[src/rtl/mc_decoder.sv]
// mc_decoder: multicycle control unit for the ARM-subset core.
// Moore main FSM, ALU decoder and NZCV condition logic.
// Optional feature macro: MC_DECODER_ILLEGAL_TRAP_EN (illegal op/cmd -> sticky TRAP state).
module mc_decoder #(
  parameter int unsigned ALU_CTRL_W = 3,
  parameter logic [3:0]  FLAG_RESET = 4'b0000
) (
  input  logic                  clk,
  input  logic                  reset,
  input  logic [3:0]            cond,
  input  logic [1:0]            op,
  input  logic [5:0]            funct,
  input  logic [3:0]            rd,
  input  logic [3:0]            alu_flags,
  output logic                  pc_write,
  output logic                  adr_src,
  output logic                  mem_w,
  output logic                  ir_write,
  output logic                  reg_w,
  output logic [1:0]            result_src,
  output logic                  alu_src_a,
  output logic [1:0]            alu_src_b,
  output logic [1:0]            imm_src,
  output logic [1:0]            reg_src,
  output logic [ALU_CTRL_W-1:0] alu_control,
  output logic [3:0]            flags,
  output logic                  illegal
);

  // eor/mov/tst only exist with the wide ALU control bus
  localparam bit FullOps = (ALU_CTRL_W >= 3);

  typedef enum logic [3:0] {
    StFetch,
    StDecode,
    StMemAdr,
    StMemRd,
    StMemWb,
    StMemWr,
    StExecR,
    StExecI,
    StAluWb,
    StBranch
`ifdef MC_DECODER_ILLEGAL_TRAP_EN
    , StTrap
`endif
  } state_e;

  state_e      state_q, state_d;
  logic [3:0]  flags_q;
  logic [3:0]  cmd;
  logic [2:0]  dec_op;
  logic        dec_ok, dec_nw, dec_arith;
  logic [2:0]  alu_sel;
  logic        cond_ex;
  logic        flag_w_nz, flag_w_cv;
  logic        n_f, z_f, c_f, v_f;

  assign cmd         = funct[4:1];
  assign flags       = flags_q;
  assign alu_control = alu_sel[ALU_CTRL_W-1:0];
  // RA1 = PC for branches, RA2 = rd for stores; stable for the whole instruction
  assign reg_src     = {(op == 2'b01) & ~funct[0], (op == 2'b10)};

  // ALU decoder: map cmd to ALU op and side-effect qualifiers
  always_comb begin
    dec_op    = 3'd0;
    dec_ok    = 1'b1;
    dec_nw    = 1'b0;
    dec_arith = 1'b0;
    case (cmd)
      4'b0100: begin dec_op = 3'd0; dec_arith = 1'b1; end                  // add
      4'b0010: begin dec_op = 3'd1; dec_arith = 1'b1; end                  // sub
      4'b0000: dec_op = 3'd2;                                              // and
      4'b1100: dec_op = 3'd3;                                              // orr
      4'b0001: begin dec_op = 3'd4; dec_ok = FullOps; end                  // eor
      4'b1101: begin dec_op = 3'd5; dec_ok = FullOps; end                  // mov
      4'b1010: begin dec_op = 3'd1; dec_nw = 1'b1; dec_arith = 1'b1; end   // cmp
      4'b1000: begin dec_op = 3'd2; dec_nw = 1'b1; dec_ok = FullOps; end   // tst
      default: dec_ok = 1'b0;
    endcase
    // unsupported cmd degrades to a flag-less, write-less add
    if (!dec_ok) begin
      dec_op    = 3'd0;
      dec_nw    = 1'b1;
      dec_arith = 1'b0;
    end
  end

  // Condition check against the architectural flags
  always_comb begin
    {n_f, z_f, c_f, v_f} = flags_q;
    cond_ex = 1'b0;
    case (cond)
      4'b0000: cond_ex = z_f;
      4'b0001: cond_ex = ~z_f;
      4'b0010: cond_ex = c_f;
      4'b0011: cond_ex = ~c_f;
      4'b0100: cond_ex = n_f;
      4'b0101: cond_ex = ~n_f;
      4'b0110: cond_ex = v_f;
      4'b0111: cond_ex = ~v_f;
      4'b1000: cond_ex = c_f & ~z_f;
      4'b1001: cond_ex = ~c_f | z_f;
      4'b1010: cond_ex = (n_f == v_f);
      4'b1011: cond_ex = (n_f != v_f);
      4'b1100: cond_ex = ~z_f & (n_f == v_f);
      4'b1101: cond_ex = z_f | (n_f != v_f);
      4'b1110: cond_ex = 1'b1;
      default: cond_ex = 1'b0;
    endcase
  end

  // cmp/tst always write flags; other ops only with the S bit
  assign flag_w_nz = (state_q == StAluWb) & dec_ok & (funct[0] | dec_nw);
  assign flag_w_cv = flag_w_nz & dec_arith;

  // State register
  always_ff @(posedge clk or posedge reset) begin
    if (reset) begin
      state_q <= StFetch;
    end else begin
      state_q <= state_d;
    end
  end

  // NZCV register with independent NZ / CV write enables
  always_ff @(posedge clk or posedge reset) begin
    if (reset) begin
      flags_q <= FLAG_RESET;
    end else if (cond_ex) begin
      if (flag_w_nz) flags_q[3:2] <= alu_flags[3:2];
      if (flag_w_cv) flags_q[1:0] <= alu_flags[1:0];
    end
  end

`ifdef MC_DECODER_ILLEGAL_TRAP_EN
  logic illegal_q;

  // Sticky trap flag, set on entry to TRAP, cleared only by reset
  always_ff @(posedge clk or posedge reset) begin
    if (reset) begin
      illegal_q <= 1'b0;
    end else if (state_d == StTrap) begin
      illegal_q <= 1'b1;
    end
  end
  assign illegal = illegal_q;
`else
  assign illegal = 1'b0;
`endif

  // Next-state and Moore outputs per micro-step
  always_comb begin
    state_d    = state_q;
    pc_write   = 1'b0;
    adr_src    = 1'b0;
    mem_w      = 1'b0;
    ir_write   = 1'b0;
    reg_w      = 1'b0;
    result_src = 2'b00;
    alu_src_a  = 1'b0;
    alu_src_b  = 2'b00;
    imm_src    = 2'b00;
    alu_sel    = 3'd0;
    case (state_q)
      StFetch: begin
        adr_src    = 1'b0;
        ir_write   = 1'b1;
        alu_src_a  = 1'b1;
        alu_src_b  = 2'b10;
        result_src = 2'b10;
        pc_write   = 1'b1;
        state_d    = StDecode;
      end
      StDecode: begin
        alu_src_a = 1'b1;
        alu_src_b = 2'b10;
        case (op)
          2'b01:   state_d = StMemAdr;
          2'b10:   state_d = StBranch;
          2'b00:   state_d = funct[5] ? StExecI : StExecR;
`ifdef MC_DECODER_ILLEGAL_TRAP_EN
          default: state_d = StTrap;
`else
          default: state_d = StFetch;
`endif
        endcase
      end
      StMemAdr: begin
        alu_src_b = 2'b01;
        imm_src   = 2'b01;
        state_d   = funct[0] ? StMemRd : StMemWr;
      end
      StMemRd: begin
        adr_src = 1'b1;
        state_d = StMemWb;
      end
      StMemWr: begin
        adr_src = 1'b1;
        mem_w   = cond_ex;
        state_d = StFetch;
      end
      StMemWb: begin
        result_src = 2'b01;
        // a load into r15 redirects the PC instead of the register file
        if (rd == 4'd15) pc_write = cond_ex;
        else             reg_w    = cond_ex;
        state_d = StFetch;
      end
      StExecR, StExecI: begin
        alu_sel = dec_op;
        if (state_q == StExecI) begin
          alu_src_b = 2'b01;
          imm_src   = 2'b00;
        end
`ifdef MC_DECODER_ILLEGAL_TRAP_EN
        state_d = dec_ok ? StAluWb : StTrap;
`else
        state_d = StAluWb;
`endif
      end
      StAluWb: begin
        alu_sel    = dec_op;
        result_src = 2'b00;
        if (rd == 4'd15) pc_write = cond_ex & ~dec_nw;
        else             reg_w    = cond_ex & ~dec_nw;
        state_d = StFetch;
      end
      StBranch: begin
        alu_src_b  = 2'b01;
        imm_src    = 2'b10;
        result_src = 2'b10;
        pc_write   = cond_ex;
        state_d    = StFetch;
      end
`ifdef MC_DECODER_ILLEGAL_TRAP_EN
      StTrap: state_d = StTrap;
`endif
      default: state_d = StFetch;
    endcase
    // no architectural write may escape while reset is held
    if (reset) begin
      pc_write = 1'b0;
      ir_write = 1'b0;
      reg_w    = 1'b0;
      mem_w    = 1'b0;
    end
  end

endmodule

[config.mk]
export PLATFORM = sky130hd
export DESIGN_NAME = mc_decoder
export DESIGN_NICKNAME = d
export VERILOG_FILES = /design/src/rtl/mc_decoder.sv
export SDC_FILE = /design/constraint.sdc
export NUM_CORES = 1
export LEC_CHECK = 0
export ABC_CLOCK_PERIOD_IN_PS = 3300
export BUFFER_PORTS_ARGS = -buffer_cell sky130_fd_sc_hd__buf_2
export CORE_AREA = 2 2 61 63
export DETAILED_ROUTE_END_ITERATION = 8
export DIE_AREA = 0 0 63 65
export SETUP_SLACK_MARGIN = 0.1
export SKIP_CTS_REPAIR_TIMING = 1
export SYNTH_ARGS = -nofsm -noshare
export SYNTH_HDL_FRONTEND = slang
export SYNTH_SLANG_ARGS = --single-unit
[constraint.sdc]
create_clock -name clk -period 3.3 [get_ports clk]
set_input_delay 0.99 -clock clk [delete_from_list [all_inputs] [get_ports clk]]
set_output_delay 0.99 -clock clk [all_outputs]
set_load 0.01 [all_outputs]
After elaboration in Yosys (flattened, before gate mapping)
Cells that the tools add are included.
{"block": "totals", "inputBits": 22, "out_inout_bits": 22, "reg_bits": 8, "word_cells": 102}
{"block": "classes", "bitwise": 16, "n_eq_ne": 35, "n_mux": 31, "n_reduce_logical": 17}
{"operator": "$eq A4 B4 Y1 const B", "count": 14}
{"operator": "$eq A4 B3 Y1 const B", "count": 9}
{"operator": "$eq A4 B2 Y1 const B", "count": 5}
{"operator": "$pmux W4 S5", "count": 1}
{"operator": "$mux W1", "count": 19}
{"operator": "$reduce_or A2 Y1", "count": 8}
{"operator": "$pmux W1 S15", "count": 1}
{"operator": "$pmux W3 S5", "count": 1}
{"operator": "$eq A4 B1 Y1 const B", "count": 3}
{"operator": "$logic_not A4 Y1", "count": 3}
{"operator": "$pmux W4 S3", "count": 1}
{"operator": "$mux W3", "count": 3}
{"operator": "$pmux W2 S2", "count": 2}
{"operator": "$reduce_or A8 Y1", "count": 1}
{"operator": "$and A1 B1 Y1", "count": 7}
{"operator": "$not A1 Y1", "count": 6}
{"operator": "$pmux W2 S3", "count": 1}
{"operator": "$reduce_or A3 Y1", "count": 2}
{"operator": "$pmux W1 S4", "count": 1}
{"operator": "$reduce_and A2 Y1", "count": 2}
{"operator": "$or A1 B1 Y1", "count": 3}
{"operator": "$eq A2 B1 Y1 const B", "count": 1}
{"operator": "$eq A2 B2 Y1 const B", "count": 1}
{"operator": "$logic_not A2 Y1", "count": 1}
{"operator": "other kinds (3)", "count": 3}

Logic depth before layout (Yosys ltp)
{"block": "depth", "ltp_word": 9, "depth_mapped": 7}

Least setup slack after synthesis
OpenSTA, ideal clock, no wires.
{"block": "synth_timing", "path_kind": "input port to output port", "start": "input cond[2]", "end": "output mem_w", "t_required_ps": 2310, "arrival_ps": 2295, "setup_slack_ps": 15, "stages": 6, "path_cell_list": "buf_2 -> and2_4 -> and3b_1 -> o311ai_2 -> and4_2 -> nor4_1"}
{"block": "synth_via", "elab_chain_len": 4}
{"element": "start, declared", "line": "10", "text": "input logic [3:0] cond,"}
{"element": "$eq A4 B4 Y1 (tied with other cells)", "line": "94", "text": "case (cond)"}
{"element": "$pmux W1 S15 *", "line": "94"}
{"element": "$mux W1 *", "line": "166", "text": "case (state_q)"}
{"element": "$mux W1 *", "line": "243", "text": "if (reset) begin"}
{"element": "end, declared", "line": "17", "text": "output logic mem_w,"}
Every way passes the cells marked *; elsewhere a longest branch is shown, timed or not.

Final worst setup path
{"block": "layout_timing", "start": "input cond[3]", "end": "output pc_write"}
{"block": "layout_via", "elab_chain_len": 6}
{"element": "$eq A4 B4 Y1 (tied with other cells)", "line": "94"}
{"element": "$pmux W1 S15 *", "line": "94"}
{"element": "$and A1 B1 Y1", "line": "226", "text": "if (rd == 4'd15) pc_write = cond_ex & ~dec_nw;"}
{"element": "$mux W1", "line": "226"}
{"element": "$pmux W1 S4 *", "line": "166"}
{"element": "$mux W1 *", "line": "243"}
{"element": "end, declared", "line": "15", "text": "output logic pc_write,"}
Marks and branches as above.

==> summary.md <==
| Metric | Value |
|---|---|
| Crit path time final | 3.34 ns |
| Post-synth top cells | nor2_1 (10), dfrtp_1 (8), nand2b_1 (8) |
| Worst Setup Path Type | in2out |
| Hold Vio Cnt, Final | 0 |
| Antenna violations before repair | 0 |
| Final Slew Violations | 0 |
| RSZ-0062 raised after global routing | yes |
| Vias in the first global route | 860 |
| Asr flop ratio synth | 1.00 |
| Yosys reg bits | 8 |
| WL final | between 2000 and 3000 um |
| Site Rows | 22 |
| FF-to-FF path depth | 7 |
| Die ar. | ~4100 sq um |
| Switching Fraction | 0.474 |
| Die X-Extent | ~63 um |
| Clock sink count | 8 |
| Netlist cell types | between 40 and 50 |
| H-Tree Depth | 1 |
| Area after DPL | 1190 sq um |
| Syn-to-layout area delta | 46.1% |
| Die height | 65 um |
| Max_cap viols | 0 |
| Pre-antenna DRT Iters | 4 |
| Yosys top cell area share | 0.221 |
| Dominant cells by area after synthesis | dfrtp_1 (22%), nand2b_1 (5.5%), mux2_1 (5.0%), nor2_1 (4.1%), nor3b_1 (4.1%) |
| Critical Path Fanout Max | 5 |
| Routability cong. | about 0.84 |
| Leakage | roughly 0.00064 uW |
| Worst reg2reg endpoint | flags[1]$_DFFE_PP0P_ |
| Post-route ant nets | 0 |
| Initial Util | 0.259 |
| Design Area, Final | roughly 1300 sq um |
| PnR Total Power | 700 uW |
| Top_reg_cell synth | dfrtp_1 |
| CTS root buffer | clkbuf_4 |
| PortBufs | 42 |
| Tcrit/Tclk final | 1.01 |
| Setup WS post-layout | -0.0358 ns |
| Net switching power | between 300 and 400 uW |
| # diodes | 0 |
| Warnings, synthesis | 0 |
| Part of the power in registers | 0.301 |
| Crit path to | pc_write |
| Mapped Cells | between 100 and 150 |
| Hold_sp | state_q[3]$_DFF_PP0_ |
| CTS tree | done |
| Mapped Nets | ~140 |
| DRC viols | 0 |
| Crit end category | output port |
| Most frequent cell after synthesis | nor2_1 |
| Mapped Area | 907 sq um |
| CTS Buf Count | 3 |
| Failing checks | negative setup slack |
| Status | finished with violations |
| Fin Clk Skew | 0.000435 ns |
| Post-synth EDFFs | 0 |
| Required time worst endpoint | between 2 and 2.5 ns |
| Vias/cell | between 4 and 5 |
| Max-slew headroom | 0.657 |
| Clock Latency Late Sink | about 0.25 ns |
| Reg2reg setup slack | roughly 1.2 ns |
| Combinational cell fraction of total power | 0.594 |
| Routed wire per std cell | 12.3 um |
| Post-synthesis sequential area ratio | 0.221 |
| HP Class | reg2reg |
| RR Startpoint | flags[3]$_DFFE_PP0P_ |
| Final setup violation count | 2 |
| Number of I/O pins | 44 |
| Placeable Area | between 3000 and 4000 sq um |
| Worst slew pin tran | between 0.5 and 0.6 ns |
| Initial DRC count | 33 |
| Largest net degree at the start of global routing | 17 |
| Max Fclk | between 200 and 300 MHz |
| Critical path arrival | 2.35 ns |
| Global routing usage summed across all routing layers | 0.114 |
| Startpoint Class | input port |
| Syn_area_per_cell | ~8 sq um |
| PD cells | 528 nW/um^2 |
| Net count, final | approximately 180 |
| GRT Residual Overflow | 0 |
| Internal power | approximately 370 uW |
| Vias | slightly above 1,000 |
| Post-synth top area cell | dfrtp_1 |
| Layout cell share with drive strength beyond 1 | 0.434 |
| CP Launch Point | cond[3] |
| Clock share of power | 0.104 |
| First-pass GRT wire length | 3820 um |
| Reg clk slew, reported paths | roughly 0.050 ns |
| Max Root-Sink Buffers | 2 |
| Peak supply drop | about 370 uV |
| DP HPWL | 1880 um |
==> per-layer routing <==
layer | up-vias | wire length (um) | GRT usage
met4 | 0 | 14 | 0
met1 | 456 | 1120 | 0.160
li1 | 502 | - | -
met5 | - | 0 | 0
met3 | 2 | 213 | 0.0434
met2 | 47 | 1190 | 0.176
==> worst min-delay path by stage <==
stage                                 endpoint  depth (start not counted)  slack (ns)
after floorplan           state_q[3]$_DFF_PP0_                          1        0.50
after global placement    state_q[3]$_DFF_PP0_                          1        0.57
after detailed placement  state_q[3]$_DFF_PP0_                          1        0.56
after CTS                 state_q[3]$_DFF_PP0_                          1        0.57
after global routing      state_q[3]$_DFF_PP0_                          1        0.60
final                     state_q[3]$_DFF_PP0_                          1        0.58
==> cell usage in the layout (no fill, tap or decap), drive strengths merged <==
master / netlist / final
mux2i: 2 / 2
buf: 5 / 52
o221ai: 1 / 1
xnor2: 3 / 3
nand4: 1 / 1
a21oi: 7 / 7
nand3b: 4 / 4
nor4: 4 / 4
a21o: 1 / 1
nand4b: 1 / 1
and4: 2 / 2
conb: 1 / 1
o221a: 1 / 1
a31oi: 1 / 1
clkbuf: 4 / 3
dfrtp: 8 / 8
o22a: 1 / 1
o21ai: 6 / 6
nand3: 2 / 2
and3: 1 / 1
o211ai: 1 / 1
and3b: 1 / 1
a2bb2oi: 1 / 1
nand2b: 8 / 8
nor2b: 5 / 5
or2: 1 / 1
inv: 2 / 2
nor2: 10 / 10
and2: 1 / 1
xor2: 3 / 3
mux2: 4 / 4
nor3b: 5 / 5
o31a: 1 / 1
o21a: 1 / 1
nand2: 6 / 6
o311ai: 1 / 1
nor3: 5 / 5
a22oi: 1 / 1
==> power groups by stage <==
| stage | Clock [uW] | Combinational (uW) | Sequential (uW) |
|---|---|---|---|
| final | 73.0 | 416 | 211 |
| after global routing | 85.3 | 461 | 221 |
| after CTS | 76.6 | 375 | 211 |
| after detailed placement | 0 | 372 | 213 |
| after global placement | 0 | 374 | 212 |
| after floorplan | 0 | 289 | 171 |
==> final cells by class <==
cell class,instances,area (sq um)
well taps,48,60.1
clock buffers,3,22.5
flip-flops and latches,8,200
fillers,370,2170
repair buffers,52,325
multi-input cells,94,709
inverters,2,7.51
==> worst max-delay path: stages <==
cell,delay (ns)
buf_8,0.08
and2_4,0.15
and3b_2,0.23
o311ai_4,0.33
nand4_4,0.15
o221a_4,0.29
buf_6,0.12
==> stage by stage <==
| stage | TNS [ns] | worst slack (ns) | util | hold slack (ns) | instances |
|---|---|---|---|---|---|
| CTS | -0.0888 | -0.0478 | 0.347 | 0.573 | 205 |
| global route | -0.193 | -0.0980 | 0.379 | 0.599 | 207 |
| finish | -0.0431 | -0.0358 | 0.379 | 0.579 | 207 |
| detailed placement | -0.0522 | -0.0394 | 0.340 | 0.565 | 202 |
| global placement | -0.0757 | -0.0461 | 0.340 | 0.567 | 202 |
| floorplan | 0 | 0.0150 | - | 0.504 | 113 |
==> logic make-up (layout without fill, tap and decap cells) <==
logic type | after synthesis | in the layout | synth area share
mux | 6 | 6 | 0.0717
compound gates | 24 | 24 | 0.188
flops | 8 | 8 | 0.221
xor+xnor | 6 | 6 | 0.0579
buf+inv | 11 | 57 | 0.0607
simple gates | 57 | 57 | 0.397
other cells | 1 | 1 | 0.00413
==> state kept, by name (all words and copies together), names as in the netlist <==
name     count
flags        4
state_q      4
Power figures use the tool's default switching activity.
